===== src/rtl/riscv_pkg.sv =====
// Shared RV32I decode constants and writeback-stage types.
package riscv_pkg;

    localparam logic [6:0] OPC_OP     = 7'b0110011;
    localparam logic [6:0] OPC_OP_IMM = 7'b0010011;
    localparam logic [6:0] OPC_LOAD   = 7'b0000011;
    localparam logic [6:0] OPC_LUI    = 7'b0110111;
    localparam logic [6:0] OPC_AUIPC  = 7'b0010111;
    localparam logic [6:0] OPC_JAL    = 7'b1101111;
    localparam logic [6:0] OPC_JALR   = 7'b1100111;

    typedef enum logic {IDLE, WAIT_LOAD} wb_state_e;

    typedef enum logic [2:0] {
        SRC_NONE,
        SRC_R,
        SRC_I,
        SRC_U,
        SRC_LINK,
        SRC_LOAD
    } wb_src_e;

    function automatic wb_src_e decode_src(input logic [6:0] opcode);
        case (opcode)
            OPC_OP:              return SRC_R;
            OPC_OP_IMM:          return SRC_I;
            OPC_LUI, OPC_AUIPC:  return SRC_U;
            OPC_JAL, OPC_JALR:   return SRC_LINK;
            OPC_LOAD:            return SRC_LOAD;
            default:             return SRC_NONE;
        endcase
    endfunction

endpackage


===== src/rtl/regfile_2r1w.sv =====
// Two-read one-write RV32I register file; x0 is hardwired to zero.
// Define REGFILE_BYPASS_EN to forward same-cycle write data to the read ports.
module regfile_2r1w (
    input  logic        clk,
    input  logic        rst_n,
    input  logic        we,
    input  logic [4:0]  waddr,
    input  logic [31:0] wdata,
    input  logic [4:0]  raddr1,
    input  logic [4:0]  raddr2,
    output logic [31:0] rdata1,
    output logic [31:0] rdata2
);

    logic [31:0] regs [1:31];
    logic        wr_live;

    assign wr_live = we && (waddr != 5'd0);

    // NOTE: the array is reset because the core relies on all registers reading 0
    // after reset; this forces flops rather than a RAM macro.
    always_ff @(posedge clk or negedge rst_n) begin
        if (!rst_n) begin
            for (int i = 1; i < 32; i++) regs[i] <= '0;
        end else if (wr_live) begin
            regs[waddr] <= wdata;
        end
    end

    always_comb begin
        rdata1 = (raddr1 == 5'd0) ? '0 : regs[raddr1];
        rdata2 = (raddr2 == 5'd0) ? '0 : regs[raddr2];
`ifdef REGFILE_BYPASS_EN
        if (wr_live && raddr1 == waddr) rdata1 = wdata;
        if (wr_live && raddr2 == waddr) rdata2 = wdata;
`else
`endif
    end

endmodule


===== src/rtl/reg_writeback.sv =====
// Register file plus writeback source select and load-return handshake FSM.
// Optional REGFILE_BYPASS_EN forwards write data to same-cycle reads.
module reg_writeback
    import riscv_pkg::*;
#(
    parameter int unsigned LOAD_TIMEOUT = 16
) (
    input  logic        clk,
    input  logic        rst_n,
    input  logic [31:0] idata,
    input  logic [31:0] regdata_R,
    input  logic [31:0] regdata_I,
    input  logic [31:0] regdata_U,
    input  logic [31:0] pc_plus4,
    input  logic        mem_rvalid,
    input  logic [31:0] mem_rdata,
    output logic [31:0] rv1,
    output logic [31:0] rv2,
    output logic        stall,
    output logic        load_err
);

    localparam logic [7:0] LAST_WAIT = 8'(LOAD_TIMEOUT - 1);

    wb_state_e   state;
    logic [4:0]  ld_rd;
    logic [7:0]  cnt;
    wb_src_e     src;
    logic        timeout;
    logic        we;
    logic [4:0]  waddr;
    logic [31:0] wdata;
    logic        unused_bits;

    assign unused_bits = ^{idata[31:25], idata[14:12]};
    assign src         = decode_src(idata[6:0]);
    assign timeout     = (state == WAIT_LOAD) && !mem_rvalid && (cnt == LAST_WAIT);
    assign stall       = ((state == IDLE) && (src == SRC_LOAD)) ||
                         ((state == WAIT_LOAD) && !mem_rvalid && !timeout);

    // NOTE: every output of this block gets a default first so no latch is inferred.
    always_comb begin
        we    = 1'b0;
        waddr = idata[11:7];
        wdata = '0;
        if (state == IDLE) begin
            case (src)
                SRC_R:    begin we = 1'b1; wdata = regdata_R; end
                SRC_I:    begin we = 1'b1; wdata = regdata_I; end
                SRC_U:    begin we = 1'b1; wdata = regdata_U; end
                SRC_LINK: begin we = 1'b1; wdata = pc_plus4;  end
                default:  we = 1'b0;
            endcase
        end else if (mem_rvalid) begin
            we    = 1'b1;
            waddr = ld_rd;
            wdata = mem_rdata;
        end
    end

    // NOTE: sequential state uses non-blocking assignments so all flops update
    // from pre-edge values regardless of statement order.
    always_ff @(posedge clk or negedge rst_n) begin
        if (!rst_n) begin
            state    <= IDLE;
            ld_rd    <= '0;
            cnt      <= '0;
            load_err <= 1'b0;
        end else begin
            load_err <= 1'b0;
            case (state)
                IDLE: begin
                    if (src == SRC_LOAD) begin
                        ld_rd <= idata[11:7];
                        cnt   <= '0;
                        state <= WAIT_LOAD;
                    end
                end
                WAIT_LOAD: begin
                    if (mem_rvalid) begin
                        state <= IDLE;
                    end else if (timeout) begin
                        state    <= IDLE;
                        load_err <= 1'b1;
                    end else begin
                        cnt <= cnt + 8'd1;
                    end
                end
                default: state <= IDLE;
            endcase
        end
    end

    regfile_2r1w u_regfile (
        .clk    (clk),
        .rst_n  (rst_n),
        .we     (we),
        .waddr  (waddr),
        .wdata  (wdata),
        .raddr1 (idata[19:15]),
        .raddr2 (idata[24:20]),
        .rdata1 (rv1),
        .rdata2 (rv2)
    );

endmodule


===== config.mk =====
export PLATFORM = sky130hd
export DESIGN_NAME = reg_writeback
export DESIGN_NICKNAME = d
export VERILOG_FILES = /design/src/rtl/riscv_pkg.sv /design/src/rtl/regfile_2r1w.sv /design/src/rtl/reg_writeback.sv
export SDC_FILE = /design/constraint.sdc
export NUM_CORES = 2
export LEC_CHECK = 0
export BUFFER_PORTS_ARGS = -buffer_cell sky130_fd_sc_hd__buf_2
export CAP_MARGIN = 5
export CORE_MARGIN = 8
export CORE_UTILIZATION = 45
export DETAILED_ROUTE_END_ITERATION = 10
export GPL_TIMING_DRIVEN = 0
export PLACE_DENSITY_LB_ADDON = 0.15
export SLEW_MARGIN = 20
export SYNTH_ARGS = -nofsm -noshare
export SYNTH_HDL_FRONTEND = slang
export SYNTH_SLANG_ARGS = --single-unit

===== constraint.sdc =====
create_clock -name clk -period 4.4 [get_ports clk]
set_input_delay 0.66 -clock clk [delete_from_list [all_inputs] [get_ports clk]]
set_output_delay 0.66 -clock clk [all_outputs]
set_load 0.01 [all_outputs]

==> impl_metrics.ini <==
[final_layout]
layout-drive-gt1-share = 0.477
area_growth_pct = 13.6
finalNetCount = 4533
final_area_um2 = 62900
fin_util = 0.516

[die]
core_area_um2 = 122000
ios = 261
num_rows = 128
dieHeight_um = 367
die-area_um2 = 134000
die_w_um = 367
start_util = 0.454

[clocking]
clk_root_buffer_cell = clkbuf_16
cts_tree = done
cts-buffers-inserted = 116
cts.sinks = 1007
cts.clk_slew.worst_paths_ps = 60
clk_path_buf_depth = 3
clk_latency_ps = 730
cts-htree-levels = 3

[synth]
yosysWarningCount = 0
synth_top_flop_cell = dfrtp_1
synth_cell_types = 59
ys_seq_elements = 1007
avgSynthCellArea_um2 = 14.0
netlist_area_um2 = 55300
synth_cells = 3963
syn_nets = 4159
synth_edf_count = 0
ys_async_sr_fraction = 1.00
ys_seq_area_frac = 0.456

[grt]
antenna_found_initial = 8
grt_pass1_vias = 39800
grt.busiest_layer = met2
track_usage = 0.291
globalRouteMet3Util = 0.0732
grt_max_degree = 133
grtUsageMet2 = 0.457
grt_overflow = 0
grt_pass1_wl_um = 289000
grt.met1_usage = 0.388

[critical_path]
path_max_fanout = 10
crit_type = in2out
required_ps = 3740
rr_endpoint = u_regfile.regs[454]$_DFFE_PN0P_
crit_top_cell = buf_2
critPathMaxStageDelay_ps = 700
worstPathCellList = clkbuf_2, buf_2, nor2b_1, clkbuf_1, a22oi_1, nor2_1, o31ai_2, o21ai_0, buf_2
r2r_cells = 7
cp.arrival_ps = 3960
crit_path_top_delay_cell = clkbuf_1
critPathLaunchType = primary input
crit_start = idata[15]
reg2reg_setup_slack_ps = 960
r2r-start = state$_DFF_PN0_
end_kind = output pin

[sta]
slew_headroom = 0.173
period_needed_ps = 4620
finalSetupTns_ps = -994
hold_viol = 0
worst_pin_slew_ps = 1240
timing.final.crit_share = 1.05
fin_worst_skew_ps = 24.6
final.setup.worst_slack_ps = -218
whs_ps = 252
slew_violations = 0
max_freq_mhz = 217
setup_viol = 13

[job]
maxCapViolations = 0

[pwr]
p_per_area_nw_per_um2 = 327
peakVddDrop_mv = 0.317
p_leak_nw = 29.3

[placed_design]
placed_cell_area_um2 = 58800
hpwl_um = 147000
io_buffers = 241
dp_slack_ps = -1030
gp_congestion = 0.935

[worst_hold_path]
hp-class = in2reg
min_path_cells = 3
hp-start = idata[8]
worstHoldEndpoint = ld_rd[1]$_DFFE_PN0P_

[drt]
drtPass1Iterations = 8
drt-initial-drc-count = 3621
wl_um = 200000
postRouteAntennaNets = 0
wl_per_cell_um = 33.0
viasPerCell = 6.39
drc = 0
vias = 38700

[outcome]
violations = setup timing
status = finished, violations left
[cell usage after synthesis (35+ instances only)]
cell type	count	area, um^2
o21ai_0	131	656
buf_2	144	721
mux4_2	384	8650
a21oi_1	35	175
nor2_1	55	206
mux2_1	57	642
a22o_1	128	1120
mux2_2	1063	12000
dfrtp_1	1007	25200
buf_1	40	150
mux2i_1	160	1600
nand2_1	187	702
a22oi_1	98	736
clkbuf_1	240	901
[logic make-up after synthesis]
logic type                 after synthesis  share of synthesized area
AOI/OAI and AO/OA                      531                     0.0695
xor gates and xnor gates                 6                   0.000950
adders and majority gates                1                   0.000226
buffers and inverters                  441                     0.0342
DFF                                   1007                      0.456
muxes                                 1666                      0.414
and+or+nand+nor                        311                     0.0256
[cell type report]
cell class | instances | area (um^2)
antenna | 2 | 5.00
buffer | 436 | 2000
clock buffer | 190 | 3590
clock inverter | 23 | 250
fill | 10500 | 59000
inverter | 5 | 18.8
multi-input combinational | 2515 | 28300
sequential | 1007 | 25200
tap | 1625 | 2030
timing repair buffer | 256 | 1500
[worst max path at each step]
stage / slack, ps / to / cells past startpoint
CTS: 10 / rv2[1] / 10
finish: -220 / rv1[21] / 9
detailed placement: -1030 / rv2[17] / 10
floorplan: 1330 / rv2[10] / 6
global placement: -20350 / u_regfile.regs[620]$_DFFE_PN0P_ / 1
global route: -0.5 / rv1[25] / 8
[metal layers]
layer,routed length (um),share of wire
met1,83100,0.42
met2,91900,0.46
met3,16600,0.083
met4,7900,0.040
met5,238,0.0012
[power breakdown]
part / internal, mW / switching [mW]
Sequential: 9.27 / 0.0129
Combinational: 0.409 / 1.05
Clock: 5.76 / 4.06
[sequential cells by signal, summed over array words and instances, names as in the netlist]
register / cells
state: 1
cnt: 8
ld_rd: 5
load_err: 1
u_regfile.regs: 992
[stage by stage]
| step | power, mW | std cells |
|---|---|---|
| after floorplan | 10.1 | 3963 |
| after global placement | 10.9 | 5829 |
| after detailed placement | 10.9 | 5841 |
| after CTS | 20.7 | 6055 |
| after global routing | 21.1 | 6059 |
| final | 20.6 | 6059 |
[critical path, delay by kind of cell]
family                 cells  cell delay [ps]
buffers and inverters      4             1730
AOI/OAI and AO/OA          3              880
and+or+nand+nor            2              670
[placed cells by master, fill, tap and decap left out, drive strengths merged, types with 28 or more instances in the layout]
master	Yosys	routed
a21oi	35	35
a222oi	28	28
a22o	128	128
a22oi	99	99
buf	196	437
clkbuf	240	436
dfrtp	1007	1007
mux2	1121	1121
mux2i	161	161
mux4	384	384
nand2	188	188
nor2	62	62
o21ai	133	133
o221ai	33	33
o22ai	33	33
o31ai	33	33
[timing repair]
item / 4_1_cts / 5_1_grt
setup buffers: 0 / 0
gates resized for setup: 51 / 26
hold buffers: 1 / 0
hold endpoints to repair: 109 / 0
endpoints found under the setup margin: 64 / 24
(Power assumes the default switching activity.)
